**src/rtl/pipeline_ctrl_pkg.sv**
```systemverilog
// Shared types and defaults for the pipeline stall/flush controller.
// Holds the MDU FSM state encoding and parameter defaults.
package pipeline_ctrl_pkg;

  typedef enum logic [1:0] {
    IDLE = 2'd0,
    BUSY = 2'd1,
    DONE = 2'd2
  } mdu_state_t;

  localparam int MDU_LATENCY_DEF = 34;
  localparam int MEM_TIMEOUT_DEF = 255;
  localparam int CNT_W_DEF       = 32;

endpackage

```
**src/rtl/pipeline_stall_controller_mem_wait_watchdog.sv**
```systemverilog
// Memory-wait watchdog: counts M-stage wait cycles and forces a release
// at MEM_TIMEOUT, latching a sticky error. Ports: clk, reset, mem_req,
// mem_ready in; mem_stall, mem_timeout_err out.
module mem_wait_watchdog
  import pipeline_ctrl_pkg::*;
#(
  parameter int MEM_TIMEOUT = MEM_TIMEOUT_DEF
) (
  input  logic clk,
  input  logic reset,
  input  logic mem_req,
  input  logic mem_ready,
  output logic mem_stall,
  output logic mem_timeout_err
);

  localparam int WW = $clog2(MEM_TIMEOUT + 1);

  logic [WW-1:0] wait_cnt;
  logic          pending;
  logic          at_limit;

  assign pending   = mem_req & ~mem_ready;
  assign at_limit  = (wait_cnt == WW'(MEM_TIMEOUT));
  // At the limit the request is let through so M can drain.
  assign mem_stall = pending & ~at_limit & ~reset;

  always_ff @(posedge clk or posedge reset) begin
    if (reset) begin
      wait_cnt        <= '0;
      mem_timeout_err <= 1'b0;
    end else begin
      if (mem_stall) wait_cnt <= wait_cnt + 1'b1;
      else           wait_cnt <= '0;
      if (pending && at_limit) mem_timeout_err <= 1'b1;
    end
  end

endmodule

```
**src/rtl/pipeline_stall_controller.sv**
```systemverilog
// Merges load-use, memory-wait and MDU stalls into per-stage stall/flush
// controls; runs the MDU start/busy FSM and a saturating stall counter.
module pipeline_stall_controller
  import pipeline_ctrl_pkg::*;
#(
  parameter int MDU_LATENCY = MDU_LATENCY_DEF,
  parameter int MEM_TIMEOUT = MEM_TIMEOUT_DEF,
  parameter int CNT_W       = CNT_W_DEF
) (
  input  logic             clk,
  input  logic             reset,
  input  logic             lw_stall,
  input  logic             PCSrcE,
  input  logic             MulDivE,
  input  logic             MemReqM,
  input  logic             MemReadyM,
  output logic             StallF,
  output logic             StallD,
  output logic             StallE,
  output logic             StallM,
  output logic             FlushD,
  output logic             FlushE,
  output logic             FlushM,
  output logic             FlushW,
  output logic             mdu_start,
  output logic [1:0]       mdu_state,
  output logic             mem_timeout_err,
  output logic [CNT_W-1:0] stall_cycle_count
);

  localparam int MW = $clog2(MDU_LATENCY);

  mdu_state_t    state;
  logic [MW-1:0] mdu_cnt;
  logic          mem_stall;
  logic          mdu_stall;
  logic          lw_q;
  logic          pc_q;
  logic          md_q;

  // Inputs are masked while reset is held so every output reads 0.
  assign lw_q = lw_stall & ~reset;
  assign pc_q = PCSrcE   & ~reset;
  assign md_q = MulDivE  & ~reset;

  mem_wait_watchdog #(
    .MEM_TIMEOUT(MEM_TIMEOUT)
  ) u_wd (
    .clk            (clk),
    .reset          (reset),
    .mem_req        (MemReqM),
    .mem_ready      (MemReadyM),
    .mem_stall      (mem_stall),
    .mem_timeout_err(mem_timeout_err)
  );

  assign mdu_stall = ((state == IDLE) & md_q) | (state == BUSY);
  assign mdu_start = (state == IDLE) & md_q & ~mem_stall;
  assign mdu_state = state;

  assign StallE = mem_stall | mdu_stall;
  assign StallF = StallE | lw_q;
  assign StallD = StallF;
  assign StallM = mem_stall;
  assign FlushW = mem_stall;
  assign FlushM = mdu_stall & ~mem_stall;
  assign FlushE = (lw_q | pc_q) & ~StallE;
  assign FlushD = pc_q & ~StallE;

  always_ff @(posedge clk or posedge reset) begin
    if (reset) begin
      state   <= IDLE;
      mdu_cnt <= '0;
    end else begin
      unique case (state)
        IDLE: begin
          if (mdu_start) begin
            state   <= BUSY;
            mdu_cnt <= MW'(MDU_LATENCY - 2);
          end
        end
        // The unit runs on its own, so BUSY ignores M stalls.
        BUSY: begin
          if (mdu_cnt == '0) state <= DONE;
          else               mdu_cnt <= mdu_cnt - 1'b1;
        end
        DONE: begin
          if (!mem_stall) state <= IDLE;
        end
        default: state <= IDLE;
      endcase
    end
  end

  always_ff @(posedge clk or posedge reset) begin
    if (reset) begin
      stall_cycle_count <= '0;
    end else if (StallF && (stall_cycle_count != '1)) begin
      stall_cycle_count <= stall_cycle_count + 1'b1;
    end
  end

endmodule

```
**config.mk**
```make
export PLATFORM = sky130hd
export DESIGN_NAME = pipeline_stall_controller
export DESIGN_NICKNAME = d
export VERILOG_FILES = /design/src/rtl/pipeline_ctrl_pkg.sv /design/src/rtl/pipeline_stall_controller_mem_wait_watchdog.sv /design/src/rtl/pipeline_stall_controller.sv
export SDC_FILE = /design/constraint.sdc
export NUM_CORES = 1
export LEC_CHECK = 0
export CORE_MARGIN = 4
export CORE_UTILIZATION = 32
export CTS_CLUSTER_SIZE = 12
export DETAILED_ROUTE_END_ITERATION = 16
export PLACE_DENSITY = 0.66
export SLEW_MARGIN = 20
export SYNTH_ARGS = -nofsm -noshare
export SYNTH_HDL_FRONTEND = slang
export SYNTH_SLANG_ARGS = --single-unit
export TNS_END_PERCENT = 50
```
**constraint.sdc**
```tcl
create_clock -name clk -period 3.1 [get_ports clk]
set_input_delay 0.93 -clock clk [delete_from_list [all_inputs] [get_ports clk]]
set_output_delay 0.93 -clock clk [all_outputs]
set_load 0.1 [all_outputs]
```
# == Word-level counts from Yosys, hierarchy flattened ==
# Index checks and enable logic that the tools add are counted.
# classes
n_addsub,3
reduce_logical,7
n_mux,8
bitwise_logic,20
n_eq_ne,8
# ops
cell,count
$add 32x1->32 const B,1
$ne 32x32->1 const B,1
$mux 6,2
$pmux 6 s2,1
$and 1x1->1,11
$add 8x1->8 const B,1
$eq 8x8->1 const B,1
$mux 8,1
$logic_not 6->1,1
$mux 2,3
$ne 2x2->1 const B,3
$pmux 2 s3,1
$reduce_and 3->1,2
$sub 6x1->6 const B,1
$not 1->1,5
$or 1x1->1,4
$eq 2x1->1 const B,1
$eq 2x2->1 const B,1
$logic_and 1x1->1,2
$logic_not 2->1,1
$ne 2x1->1 const B,1
$reduce_bool 2->1,1
# totals
out_inout_bits,44
inputBits,7
reg_bits,49
word_cells,51

# == Logic depth before layout (Yosys ltp) ==
# Gate-level depths: netlist of run 1.
# depth
depth_word,8
mapped_depth,8
ltp_nobuf,8

# == Hierarchy ==
# A second synthesis of run 1 with hierarchy kept.
# unflattened
cells_unflattened,249
area_unflattened_um2,2506.2
# modules_own_cells
mod,instances,seq_area_each_um2,cells_per_inst,area_per_inst_um2
pipeline_stall_controller,1,1001.0,207,2093.3
mem_wait_watchdog,1,225.2,42,412.9

# == Least setup slack after synthesis of run 1 ==
# OpenSTA, ideal clock, no wires.
# synth_timing
kind,in2out
startpoint,in MemReqM
endpoint,out FlushD
cell_stages,4
t_required_ns,2.170
arrival_time_ns,4.316
slack_ns,-2.146
cell_sequence,or3b_4 a21o_4 nand2_1 nor3b_1
# synth_between
elab_chain_len,6
# synth_lines
item,line_no,rtl
from (decl),pipeline_stall_controller.sv:15,"input logic MemReqM,"
$and 1x1->1,pipeline_stall_controller_mem_wait_watchdog.sv:23,assign pending = mem_req & ~mem_ready;
$and 1x1->1 (2 in a row),pipeline_stall_controller_mem_wait_watchdog.sv:26,assign mem_stall = pending & ~at_limit & ~reset;
$or 1x1->1,pipeline_stall_controller.sv:61,assign StallE = mem_stall | mdu_stall;
named net StallE,pipeline_stall_controller.sv:19,"output logic StallE,"
$not 1->1,pipeline_stall_controller.sv:68,assign FlushD = pc_q & ~StallE;
$and 1x1->1,pipeline_stall_controller.sv:68,
to (decl),pipeline_stall_controller.sv:21,"output logic FlushD,"
# The timed path passes the listed nets, and every way through them passes these cells.

# == Worst setup path after layout of run 1 ==
# layout_timing
startpoint,in reset
endpoint,out StallF
# layout_between
elab_chain_len,6
elab_cells_between_ends,8
# layout_lines
item,line_no,rtl
from (decl),pipeline_stall_controller.sv:11,"input logic reset,"
$not 1->1 *,"pipeline_stall_controller_mem_wait_watchdog.sv:26, pipeline_stall_controller.sv:42, pipeline_stall_controller.sv:44",
$and 1x1->1,pipeline_stall_controller.sv:44,assign md_q = MulDivE & ~reset;
$and 1x1->1,pipeline_stall_controller.sv:57,assign mdu_stall = ((state == IDLE) & md_q) | (state == BUSY);
$or 1x1->1,pipeline_stall_controller.sv:57,
$or 1x1->1,pipeline_stall_controller.sv:61,
$or 1x1->1 *,pipeline_stall_controller.sv:62,assign StallF = StallE | lw_q;
to (decl),pipeline_stall_controller.sv:17,"output logic StallF,"
# Mark *: on every way between the ends. The rest lies on a longest branch, timed or not.

==> results of run 1 <==
## stage by stage
step	util	setup slack, ns	power, uW	TNS [ns]
CTS	0.453	0.00958	2880	0
floorplan	-	-0.359	2000	-1.11
global route	0.454	0.00507	3000	0
detailed placement	0.433	-0.370	2390	-2.51
finish	0.454	0.0730	2850	0
global placement	0.433	-0.363	2370	-2.31
## metal layers
layer	track usage	wire length (um)
met5	0	0
met4	0.0378	115
met3	0.0389	370
met2	0.220	2960
met1	0.185	2740
## worst max-delay path, stage by stage
cell	delay, ns
buf_8	0.07
and2b_2	0.22
o21ba_4	0.21
nor3_4	0.24
clkinvlp_4	0.21
buf_12	0.21
## cell type report
type | instances | area (sq um)
Tap cell | 102 | 128
Timing Repair Buffer | 76 | 694
Clock buffer | 6 | 72.6
Inverter | 9 | 45.0
Clock inverter | 2 | 38.8
Multi-Input combinational cell | 178 | 1300
Sequential cell | 49 | 1230
Fill cell | 741 | 4220
## logic make-up after synthesis
group,after synthesis,synth area share
compound gates,12,0.0449
xor+xnor,40,0.138
fa+ha+maj,4,0.0197
buf+inv,17,0.0340
flops,49,0.483
mux,2,0.00839
simple gates,120,0.271
## flip-flops by register name (all words and copies together) (netlist names)
signal / cells
stall_cycle_count: 32
mdu_state: 2
mdu_cnt: 6
u_wd.wait_cnt: 8
u_wd.mem_timeout_err: 1
## placed cells by master (no fill, tap or decap), drive strengths merged, types with 2 or more instances in the layout
master   n
and3     7
and2b    2
xor2    20
nor2    22
nor4     6
and4     7
clkbuf   7
xnor2   20
buf     73
and2     4
inv      8
ha       4
nor3    14
dfrtp   49
nand4   18
nand3   16
o21ai    2
nand2   15
## power by group
group / leakage, uW / internal, uW / switching, uW / total (uW)
clock: 0.0000554 / 242 / 211 / 453
combinational: 0.000919 / 455 / 1030 / 1490
sequential: 0.000627 / 756 / 151 / 906
## worst max path at each step
stage | startpoint | to | slack (ns) | cells past startpoint
2_1_floorplan | MemReqM | StallF | -0.36 | 6
3_3_place_gp | reset | StallD | -0.36 | 6
3_5_place_dp | reset | StallF | -0.37 | 6
4_1_cts | MemReadyM | StallF | 0.01 | 7
5_1_grt | reset | StallD | 0.005 | 6
6_report | reset | StallF | 0.07 | 6
## what timing repair did
action,CTS,global route
resized for setup,20,8
setup buffers,4,0
pin swaps,5,2
setup endpoints to repair,9,3
hold endpoints to repair,0,0
==> flow_metrics.tcl, run 1 <==
set metrics [dict create \
    status "completed" \
    wl_um 6180 \
    static-leakage-power_uw 0.00160 \
    post_dp_cell_area_sq_um 3350 \
    syn_avg_cell_area_sq_um 10.4 \
    nets 330 \
    rr_startpoint "u_wd.wait_cnt[0]$_DFF_PP0_" \
    drive_gt1_frac 0.334 \
    die_y_um 97.0 \
    ys_warn_count 0 \
    crit_path_end_kind "output port" \
    hpwl_um 4750 \
    synth.yosys.seq_area_share 0.483 \
    synth-seq-cells 49 \
    area_growth_syn_to_layout_pct 38.2 \
    cp.required_ns 2.17 \
    numCtsBuffers 5 \
    rsz0062_at_grt "no" \
    cts_htree_levels 2 \
    num_rows 32 \
    fp.coreArea_sq_um 7730 \
    min_period_ns 3.03 \
    worstMarginPinSlew_ns 0.677 \
    detail-route-antenna-nets 0 \
    slew_viol_final 0 \
    yosys.area.top_type "dfrtp_1" \
    holdPathEnd "u_wd.wait_cnt[0]$_DFF_PP0_" \
    worstSetupPathType "in -> out" \
    fmaxAchievable_mhz 330 \
    cts_root_buffer "clkbuf_8" \
    drtIter0Drc 130 \
    track_usage 0.138 \
    synth_top_area_frac 0.483 \
    maxCapViolCount 0 \
    vias_per_cell 4.95 \
    grt_max_degree 19 \
    syn-instance-count 244 \
    clock_path_buffers 2 \
    syn_area_sq_um 2540 \
    clkLatencyLatePin_ns 0.30 \
    postCtsHoldBufs 0 \
    gp_congestion 0.793 \
    synth_commonest_cells "dfrtp_1, nor2_1, xnor2_1, xor2_1, nand4_1" \
    grt_first_pass_wirelength_um 10800 \
    synth-edff-count 0 \
    n_antenna_cell 0 \
    drc 0 \
    ff2ff_path_depth 9 \
    cts_tree "yes" \
    antenna_found_initial 0 \
    async_flop_share 1.00 \
    post-synth-top-count-cell "dfrtp_1" \
    synth_nets 255 \
    cts_sinks 49 \
    placed_cells 410 \
    hold_viol 0 \
    clk_pin_slew_ns 0.09 \
    dr.pass1.iters 4 \
    ys_top_cells_by_area "dfrtp_1, xnor2_1, xor2_1" \
    fin_area_sq_um 3500 \
    min_path_type "reg -> reg" \
    ys_types 47 \
    stdcell_count 422 \
    pin_count 51 \
    rr_endpoint "stall_cycle_count[26]$_DFFE_PP0P_" \
    routedWlPerCell_um 14.6 \
    vias 2091 \
    slew_headroom 0.548 \
    hold_path_depth 1 \
    r2r_setup_slack_ns 0.70 \
    holdWs_ns 0.483 \
    dieArea_sq_um 9410 \
    ys.flop_type "dfrtp_1" \
    cp.arrival_ns 2.10 \
    gr-total-overflow 0 \
    die_w_um 97.0 \
    period_share 0.976 \
    start_util 0.328 \
    p_per_area_nw_per_um2 812 \
    grt_pass1_vias 2167 \
    fin_worst_skew_ns 0.00684 \
    critPathMaxFanout 3 \
    startpoint_type "input port" \
    port_buffers 50 \
    final-setup-viol-count 0 \
    worstHoldStart "u_wd.wait_cnt[0]$_DFF_PP0_" \
    ir_worst_vdd_v 0.000631 \
]
(Power assumes the default switching activity.)
==> run 2: changes to the inputs <==
- CTS_CLUSTER_DIAMETER: not set -> 30
- clock period: 3.1 -> 3.7 ns (I/O delays scaled with it)
==> run 2 against run 1 <==
- clock-buffer cell count rose by 1
- critical endpoint is now StallD
- critical path depth rose by 2
- register-to-register slack improved by 0.61 ns
- wire length fell by 6.9%
- largest cell class unchanged
==> flow_metrics.tcl, run 2 (synthesis gave the netlist of run 1 again) <==
set metrics [dict create \
    status "completed" \
    die_w_um 97.0 \
    track_usage 0.124 \
    vias_per_cell 5.04 \
    wl_um 5750 \
    num_rows 32 \
    p_comb_frac 0.524 \
    cts_sinks 49 \
    r2r_setup_slack_ns 1.31 \
    nets 324 \
    fp.coreArea_sq_um 7730 \
    grt_pass1_vias 1988 \
    slew_headroom 0.542 \
    grt_first_pass_wirelength_um 9670 \
    drtIter0Drc 101 \
    swShare 0.498 \
    nFillCells 733 \
    final_common_cell "buf_4" \
    seqCellArea_sq_um 1230 \
    dp_slack_ns -0.187 \
    top_regs "stall_cycle_count x32, u_wd.wait_cnt x8, mdu_cnt x6" \
    clkLatencyLatePin_ns 0.30 \
    maxCapViolCount 0 \
    stdcell_count 416 \
    vias 2098 \
    critPathMaxFanout 4 \
    die_y_um 97.0 \
    rr_endpoint "stall_cycle_count[1]$_DFFE_PP0P_" \
    cts_root_buffer "clkbuf_8" \
    fmaxAchievable_mhz 274 \
    drc 0 \
    switchingPower_uw 1160 \
    crit_start "reset" \
    postCtsHoldBufs 0 \
    setup_tns_ns 0 \
    regMostFlops "stall_cycle_count" \
    drive_gt1_frac 0.296 \
    area_growth_syn_to_layout_pct 36.1 \
    clk_pin_slew_ns 0.09 \
    grt_max_degree 50 \
    gp_congestion 0.783 \
    n_antenna_cell 0 \
    min_period_ns 3.65 \
    final-setup-viol-count 0 \
    layout_common_cells "buf_4, dfrtp_1, nor2_1" \
    numCtsBuffers 5 \
    gr-total-overflow 0 \
    pin_count 51 \
    static-leakage-power_uw 0.00157 \
    startpoint_type "input port" \
    clock_path_buffers 2 \
    period_share 0.988 \
    crit_path_end_kind "output port" \
    hpwl_um 4220 \
    detail-route-antenna-nets 0 \
    worstSetupPathType "in -> out" \
    p_clk_frac 0.149 \
    largest_reg_flops 32 \
    cp.arrival_ns 2.54 \
    rr_startpoint "stall_cycle_count[0]$_DFFE_PP0P_" \
    worst_slack_ns 0.0456 \
    dieArea_sq_um 9410 \
    ff2ff_path_depth 6 \
    p_per_area_nw_per_um2 675 \
    multi_input_area_sq_um 1290 \
    min_path_type "reg -> reg" \
    fin_worst_skew_ns 0.00782 \
    dr.pass1.iters 5 \
    cts_tree "yes" \
    antenna_found_initial 0 \
    power_uw 2330 \
    placed_cells 403 \
    power.internal_uw 1170 \
    hold_viol 0 \
    worstHoldStart "u_wd.wait_cnt[0]$_DFF_PP0_" \
    cts_htree_levels 2 \
    p_seq_frac 0.327 \
    crit_path_end "StallD" \
    cp.required_ns 2.59 \
    utilization 0.447 \
    port_buffers 50 \
    start_util 0.328 \
    worstMarginPinSlew_ns 0.687 \
    slew_viol_final 0 \
    routedWlPerCell_um 13.8 \
    ir_worst_vdd_v 0.000702 \
]
[run 2: cell count changes in the layout (fill, tap and decap cells not counted), sizes merged]
cell,previous run,this run
bufinv,1,0
clkdlybuf4s50,1,3
dlygate4sd2,1,3
buf,73,64
[run 2: worst min-delay path by stage]
stage	endpoint	slack, ns	depth (start not counted)
2_1_floorplan	u_wd.wait_cnt[0]$_DFF_PP0_	0.45	1
3_3_place_gp	u_wd.wait_cnt[0]$_DFF_PP0_	0.46	1
3_5_place_dp	u_wd.mem_timeout_err$_DFFE_PP0P_	0.47	1
4_1_cts	u_wd.wait_cnt[0]$_DFF_PP0_	0.48	1
5_1_grt	u_wd.wait_cnt[0]$_DFF_PP0_	0.49	1
6_report	u_wd.wait_cnt[0]$_DFF_PP0_	0.47	1
[run 2: what timing repair did]
| item | in CTS | in global routing |
|---|---|---|
| endpoints found under the setup margin | 9 | 6 |
| buffers inserted | 3 | 2 |
| pin swaps | 3 | 3 |
| resized for setup | 5 | 3 |
[run 2: area by class of cell]
| type | count | share of cell area |
|---|---|---|
| clock inverter | 1 | 0.00145 |
| sequential | 49 | 0.355 |
| clock buffer | 7 | 0.0279 |
| inverter | 9 | 0.0130 |
| tap | 102 | 0.0370 |
| timing repair buffer | 70 | 0.193 |
| multi-input combinational | 178 | 0.373 |
[run 2: worst max-delay path: stages]
cell           delay (ns)
dlygate4sd2_1        0.25
buf_6                0.13
or3b_4               0.37
a21o_4               0.22
inv_8                0.06
nor3_4               0.04
clkinvlp_4           0.15
buf_12               0.19
[run 2: power groups by stage]
stage          combinational, uW  clock [uW]  sequential, uW
2_1_floorplan                495           0            1170
4_1_cts                     1220         358             760
6_report                    1220         347             762
3_3_place_gp                1190           0             764
3_5_place_dp                1200           0             768
5_1_grt                     1280         376             779
[run 2: per-layer routing]
layer / part of all wire / track usage
met1: 0.47 / 0.170
met2: 0.47 / 0.194
met5: 0 / 0
met3: 0.047 / 0.0310
met4: 0.012 / 0.0324
[run 2: metrics by stage]
| stage | hold slack [ns] | cell area, sq um |
|---|---|---|
| 6_report | 0.474 | 3450 |
| 3_5_place_dp | 0.466 | 3290 |
| 5_1_grt | 0.489 | 3450 |
| 3_3_place_gp | 0.464 | 3290 |
| 4_1_cts | 0.480 | 3420 |
| 2_1_floorplan | 0.453 | 2600 |
